### src/rtl/incr_adc_pkg.sv
// ---------------------------------------------------------------------------
// incr_adc_pkg : shared types and helpers for the incremental-ADC decimator
// Revision     : 1.0
// ---------------------------------------------------------------------------
`default_nettype none

package incr_adc_pkg;

  typedef enum logic [1:0] {
    IDLE  = 2'd0,
    RESET = 2'd1,
    INTEG = 2'd2,
    DONE  = 2'd3
  } state_e;

  localparam int unsigned OSR_LOG2_MIN = 2;

  function automatic int unsigned acc_w(input int unsigned osr_log2_max);
    return 2 * osr_log2_max;
  endfunction

  // Below OSR_LOG2_MIN the second integrator yields too few codes to be useful.
  function automatic int unsigned clamp_osr(input int unsigned osr,
                                            input int unsigned osr_max);
    if (osr < OSR_LOG2_MIN) begin
      return OSR_LOG2_MIN;
    end
    if (osr > osr_max) begin
      return osr_max;
    end
    return osr;
  endfunction

endpackage

`default_nettype wire

### src/rtl/decim_cic2_core.sv
// ---------------------------------------------------------------------------
// decim_cic2_core : two cascaded integrators fed by the 1-bit modulator stream
// Revision        : 1.0
// ---------------------------------------------------------------------------
`default_nettype none

module decim_cic2_core #(
  parameter int S1_W  = 11,
  parameter int ACC_W = 20
) (
  input  logic             clk,
  input  logic             rst_n,
  input  logic             clear_i,
  input  logic             en_i,
  input  logic             data_i,
  output logic [S1_W-1:0]  s1_o,
  output logic [ACC_W-1:0] s2_o
);

  logic [S1_W-1:0]  s1_q, s1_d;
  logic [ACC_W-1:0] s2_q, s2_d;

  // s2 accumulates the freshly updated s1, giving weights N..1 on d_1..d_N.
  always_comb begin
    s1_d = s1_q + S1_W'(data_i);
    s2_d = s2_q + ACC_W'(s1_d);
  end

  always_ff @(posedge clk or negedge rst_n) begin
    if (!rst_n) begin
      s1_q <= '0;
      s2_q <= '0;
    end else if (clear_i) begin
      s1_q <= '0;
      s2_q <= '0;
    end else if (en_i) begin
      s1_q <= s1_d;
      s2_q <= s2_d;
    end
  end

  assign s1_o = s1_q;
  assign s2_o = s2_q;

endmodule

`default_nettype wire

### src/rtl/incr_adc_decimator.sv
// ---------------------------------------------------------------------------
// incr_adc_decimator : conversion sequencer, scaling and saturation around
//                      a second-order integrator cascade
// Revision           : 1.0
// ---------------------------------------------------------------------------
`default_nettype none

module incr_adc_decimator
  import incr_adc_pkg::*;
#(
  parameter  int OSR_LOG2_MAX = 10,
  parameter  int OUT_W        = 16,
  localparam int ACC_W        = int'(acc_w(OSR_LOG2_MAX)),
  localparam int S1_W         = OSR_LOG2_MAX + 1,
  localparam int OSR_W        = $clog2(OSR_LOG2_MAX + 1),
  localparam int SH_W         = $clog2(ACC_W)
) (
  input  logic             clk,
  input  logic             rst_n,
  input  logic             enable,
  input  logic             mode,
  input  logic             start,
  input  logic [OSR_W-1:0] osr_log2,
  input  logic [SH_W-1:0]  shift,
  input  logic             data_in,
  output logic             int_rst,
  output logic             busy,
  output logic [OUT_W-1:0] data_out,
  output logic             new_data,
  output logic             sat
);

  state_e             state_q;
  logic [OSR_W-1:0]   osr_q;
  logic [SH_W-1:0]    shift_q;
  logic [S1_W-1:0]    count_q;
  logic               int_rst_q;
  logic               busy_q;
  logic [OUT_W-1:0]   data_out_q;
  logic               new_data_q;
  logic               sat_q;

  logic               clear;
  logic               integ_en;
  logic [S1_W-1:0]    s1_unused;
  logic [ACC_W-1:0]   s2;
  logic [S1_W-1:0]    last_count;
  logic               last_sample;
  logic [ACC_W-1:0]   scaled;
  logic [OUT_W-1:0]   result_d;
  logic               sat_d;

  assign clear    = (state_q == RESET);
  assign integ_en = (state_q == INTEG);

  decim_cic2_core #(
    .S1_W  (S1_W),
    .ACC_W (ACC_W)
  ) u_core (
    .clk     (clk),
    .rst_n   (rst_n),
    .clear_i (clear),
    .en_i    (integ_en),
    .data_i  (data_in),
    .s1_o    (s1_unused),
    .s2_o    (s2)
  );

  assign last_count  = (S1_W'(1) << osr_q) - S1_W'(1);
  assign last_sample = (count_q == last_count);
  assign scaled      = s2 >> shift_q;

  generate
    if (ACC_W > OUT_W) begin : g_sat_narrow
      assign sat_d    = |scaled[ACC_W-1:OUT_W];
      assign result_d = sat_d ? {OUT_W{1'b1}} : scaled[OUT_W-1:0];
    end else begin : g_sat_wide
      assign sat_d    = 1'b0;
      assign result_d = OUT_W'(scaled);
    end
  endgenerate

  always_ff @(posedge clk or negedge rst_n) begin
    if (!rst_n) begin
      count_q <= '0;
    end else if (clear) begin
      count_q <= '0;
    end else if (integ_en) begin
      count_q <= count_q + S1_W'(1);
    end
  end

  // Outputs are updated alongside the state so each reflects the next state.
  always_ff @(posedge clk or negedge rst_n) begin
    if (!rst_n) begin
      state_q    <= IDLE;
      osr_q      <= '0;
      shift_q    <= '0;
      int_rst_q  <= 1'b1;
      busy_q     <= 1'b0;
      data_out_q <= '0;
      new_data_q <= 1'b0;
      sat_q      <= 1'b0;
    end else begin
      new_data_q <= 1'b0;
      unique case (state_q)
        IDLE: begin
          if (enable && (start || mode)) begin
            state_q <= RESET;
            busy_q  <= 1'b1;
          end
        end
        RESET: begin
          if (!enable) begin
            state_q <= IDLE;
            busy_q  <= 1'b0;
          end else begin
            state_q   <= INTEG;
            int_rst_q <= 1'b0;
            osr_q     <= OSR_W'(clamp_osr(32'(osr_log2), OSR_LOG2_MAX));
            shift_q   <= shift;
          end
        end
        INTEG: begin
          if (!enable) begin
            state_q   <= IDLE;
            int_rst_q <= 1'b1;
            busy_q    <= 1'b0;
          end else if (last_sample) begin
            state_q   <= DONE;
            int_rst_q <= 1'b1;
          end
        end
        DONE: begin
          if (enable) begin
            data_out_q <= result_d;
            sat_q      <= sat_d;
            new_data_q <= 1'b1;
          end
          if (enable && mode) begin
            state_q <= RESET;
          end else begin
            state_q <= IDLE;
            busy_q  <= 1'b0;
          end
        end
        default: begin
          state_q   <= IDLE;
          int_rst_q <= 1'b1;
          busy_q    <= 1'b0;
        end
      endcase
    end
  end

  assign int_rst  = int_rst_q;
  assign busy     = busy_q;
  assign data_out = data_out_q;
  assign new_data = new_data_q;
  assign sat      = sat_q;

endmodule

`default_nettype wire

### config.mk
export PLATFORM = sky130hd
export DESIGN_NAME = incr_adc_decimator
export DESIGN_NICKNAME = d
export VERILOG_FILES = /design/src/rtl/incr_adc_pkg.sv /design/src/rtl/decim_cic2_core.sv /design/src/rtl/incr_adc_decimator.sv
export SDC_FILE = /design/constraint.sdc
export NUM_CORES = 1
export LEC_CHECK = 0
export BUFFER_PORTS_ARGS = -buffer_cell sky130_fd_sc_hd__buf_2
export CORE_MARGIN = 2
export CORE_UTILIZATION = 48
export DETAILED_ROUTE_END_ITERATION = 8
export PLACE_DENSITY = 0.66
export SLEW_MARGIN = 20
export SYNTH_ARGS = -nofsm -noshare
export SYNTH_HDL_FRONTEND = slang
export SYNTH_SLANG_ARGS = --single-unit
### constraint.sdc
create_clock -name clk -period 3.65 [get_ports clk]
set_input_delay 0.365 -clock clk [delete_from_list [all_inputs] [get_ports clk]]
set_output_delay 0.365 -clock clk [all_outputs]
set_load 0.05 [all_outputs]
==> impl_metrics.yaml <==
grt:
  grt_max_degree: 74
  grt_use_total: 0.212
  antenna_found_initial: 0
  first_global_vias: 4013
  grt_pass1_wl_um: 19500
  gr-total-overflow: 0
logic_synthesis:
  syn_area_um2: 5090
  yosys.area_share.simple: 0.156
  synth.lib_cells_used.distinct: 68
  yosys-top-cells-area: "dfrtp_1 35%, mux4_2 5.3%, ha_1 4.9%"
  synth_top_family_by_area: "compound AO/OA/AOI/OAI gates"
  synthArstFlopShare: 1.00
  yosys.area_share.adder: 0.0530
  yosysTopAreaCellShare: 0.354
  yosys.area.top_type: "dfrtp_1"
  ys_ff_latch: 73
  synthFlopType: "dfrtp_1"
  synthesis.nets: 573
  avgSynthCellArea_um2: 9.49
  synth-edff-count: 0
  synthXorXnorAreaFrac: 0.0481
  synth.area.mux_share: 0.127
  synthCells: 537
  synth_compound_area_frac: 0.212
  yosys_warnings: 0
  synth-seq-area-share: 0.359
layout:
  nFillCells: 952
  drive_above_1_share: 0.167
  antennaDiodeCount: 0
  nets: 595
  syn_to_final_growth_pct: 9.26
floorplanning:
  die_h_um: 107
  initial_core_util: 0.494
  core.rowCount: 37
  coreArea_um2: 10300
  fp.dieW_um: 107
  die-area_um2: 11500
  io_pins: 35
sta:
  worst_pin_slew_ns: 0.933
  max_freq_mhz: 323
  period_share: 0.848
  layout_setup_ws_ns: 0.553
  period_needed_ns: 3.10
  slew_headroom: 0.378
  setup_viol: 0
  hold_viol_final: 0
  skew_ns: 0.0147
  tns_ns: 0
  report.final.slew_viol_count: 0
  rsz0062_at_grt: "false"
cts:
  cts_hold_buffers: 0
  h-tree-depth: 3
  post_cts_buffers: 0
  clockRootBuffer: "clkbuf_8"
  cts_sinks: 73
  cts.reportedPaths.clkPinSlew_ns: 0.09
  clk_path_buf_depth: 2
  cts_tree: "done"
  numCtsBuffers: 9
  clk_latency_ns: 0.36
  cts.repair.resized: 0
job:
  maxCapViolCount: 0
detailed_routing:
  drc: 0
  initialDrtViolationCount: 211
  vias: 4122
  routed_wl_um: 11500
  dr.pass1.iters: 5
  antenna_left: 0
  viasPerCell: 5.89
  wl_per_cell_um: 16.5
pwr:
  switchingPower_mw: 1.91
  p_sw_frac: 0.466
  combPwrFrac: 0.491
  p_int_mw: 2.19
  p_clk_frac: 0.177
  p_leak_nw: 2.43
  peakVddDrop_uv: 334
  p_per_area_nw_per_um2: 735
  power_mw: 4.09
  p_seq_frac: 0.332
min_path:
  hold_class: "in2async"
critical_path:
  cp_slowest_cell: "a2111o_1"
  endpoint_kind: "flip-flop"
  cpPeakStageDelay_ns: 0.41
  path_cells: "ha_1 -> ha_1 -> nand3_1 -> nor2_1 -> nand3_1 -> xnor2_1 -> ha_1 -> nand3_1 -> a211o_1 -> a21o_1 -> a2111o_1 -> o21ai_0"
  required_ns: 3.92
  worstSetupStartpointType: "flip-flop"
  critical_path_arrival_ns: 3.37
  crit_type: "reg2reg"
  worstPathMaxFanout: 6
placed_design:
  dpl.hpwl_um: 8450
  port_buffers: 34
  place.gp.congestion: 0.895
  dp_slack_ns: 0.459
run_status:
  status: "finished clean"
kinds of logic (layout without fill, tap and decap cells):
group | Yosys count | count (layout)
fa+ha+maj | 21 | 21
buf+inv | 51 | 78
compound gates | 152 | 152
simple gates | 164 | 164
xor+xnor | 28 | 28
flops | 73 | 73
mux | 48 | 48
synthesized netlist by cell type, drive strengths merged (13+ instances only):
library cell	n
xnor2	15
xor2	13
a22o	18
nor2	51
ha	20
inv	20
dfrtp	72
nand2	37
a21oi	31
nand3	21
clkbuf	18
buf	13
mux2	13
o21ai	33
mux2i	23
flip-flops by register name (all words and copies together), names as in the netlist:
register and count:
count_q 11, int_rst 1, new_data 1, u_core.s1_o 11, shift_q 5, busy 1
state_q 2, osr_q 4, data_out 16, u_core.s2_o 20, sat 1
power by group through the flow:
stage	Clock (mW)	Combinational, mW	Sequential [mW]
4_1_cts	0.741	2.02	1.36
2_1_floorplan	0	1.45	1.49
6_report	0.724	2.01	1.36
5_1_grt	0.776	2.20	1.41
3_5_place_dp	0	2.01	1.38
3_3_place_gp	0	1.97	1.36
critical path, delay by kind of cell, from the launching register on:
kind                       cells  cell delay, ns
AOI/OAI and AO/OA              4            0.99
xor gates and xnor gates       1            0.16
adders and majority gates      3            0.80
DFF                            1            0.34
and+or+nand+nor                4            0.73
per-stage QoR:
step | util | hold slack (ns) | cell area (µm²) | cells
after global routing | 0.539 | 0.229 | 5570 | 700
after CTS | 0.539 | 0.180 | 5570 | 700
after floorplan | - | 0.0694 | 5090 | 537
after detailed placement | 0.518 | 0.489 | 5350 | 684
after global placement | 0.518 | 0.475 | 5350 | 684
final | 0.539 | 0.131 | 5570 | 700
area by class of cell:
type | count | area (µm²) | area share
Multi-Input combinational cell | 413 | 3040 | 0.546
Tap cell | 136 | 170 | 0.0306
Sequential cell | 73 | 1830 | 0.328
Timing Repair Buffer | 42 | 233 | 0.0418
Clock buffer | 11 | 141 | 0.0254
Clock inverter | 5 | 78.8 | 0.0142
Inverter | 20 | 75.1 | 0.0135
final timing paths:
check,startpoint,end,slack [ns],cells past startpoint
setup / recovery,u_core.s1_o[0]$_DFFE_PN0N_,u_core.s2_o[18]$_DFFE_PN0N_,0.55,12
hold / removal,rst_n,state_q[1]$_DFFE_PN0P_,0.13,1
setup reg to reg,u_core.s1_o[0]$_DFFE_PN0N_,u_core.s2_o[18]$_DFFE_PN0N_,0.55,12
hold reg to reg,sat$_DFFE_PN0P_,sat$_DFFE_PN0P_,0.50,1
max in group asynchronous,rst_n,u_core.s1_o[10]$_DFFE_PN0N_,2.90,1
min in group clk,shift[4],shift_q[4]$_DFFE_PN0P_,0.24,2
metal layers:
metal / global-route usage / up-vias / share of wire
met5: 0 / - / 0
met4: 0.0788 / 0 / 0.019
met3: 0.0310 / 17 / 0.036
met2: 0.345 / 80 / 0.48
met1: 0.286 / 1993 / 0.47
li1: - / 2032 / -
layout by cell type (no fill, tap or decap), types with 15 or more instances in the layout:
master / synthesis / layout
a21oi_1: 31 / 31
xnor2_1: 15 / 15
nand3_1: 21 / 21
ha_1: 20 / 20
o21ai_0: 31 / 31
nand2_1: 37 / 37
buf_2: 4 / 33
nor2_1: 51 / 51
mux2i_1: 23 / 23
dfrtp_1: 72 / 72
a22o_1: 18 / 18
inv_1: 19 / 19
(Power assumes the default switching activity.)
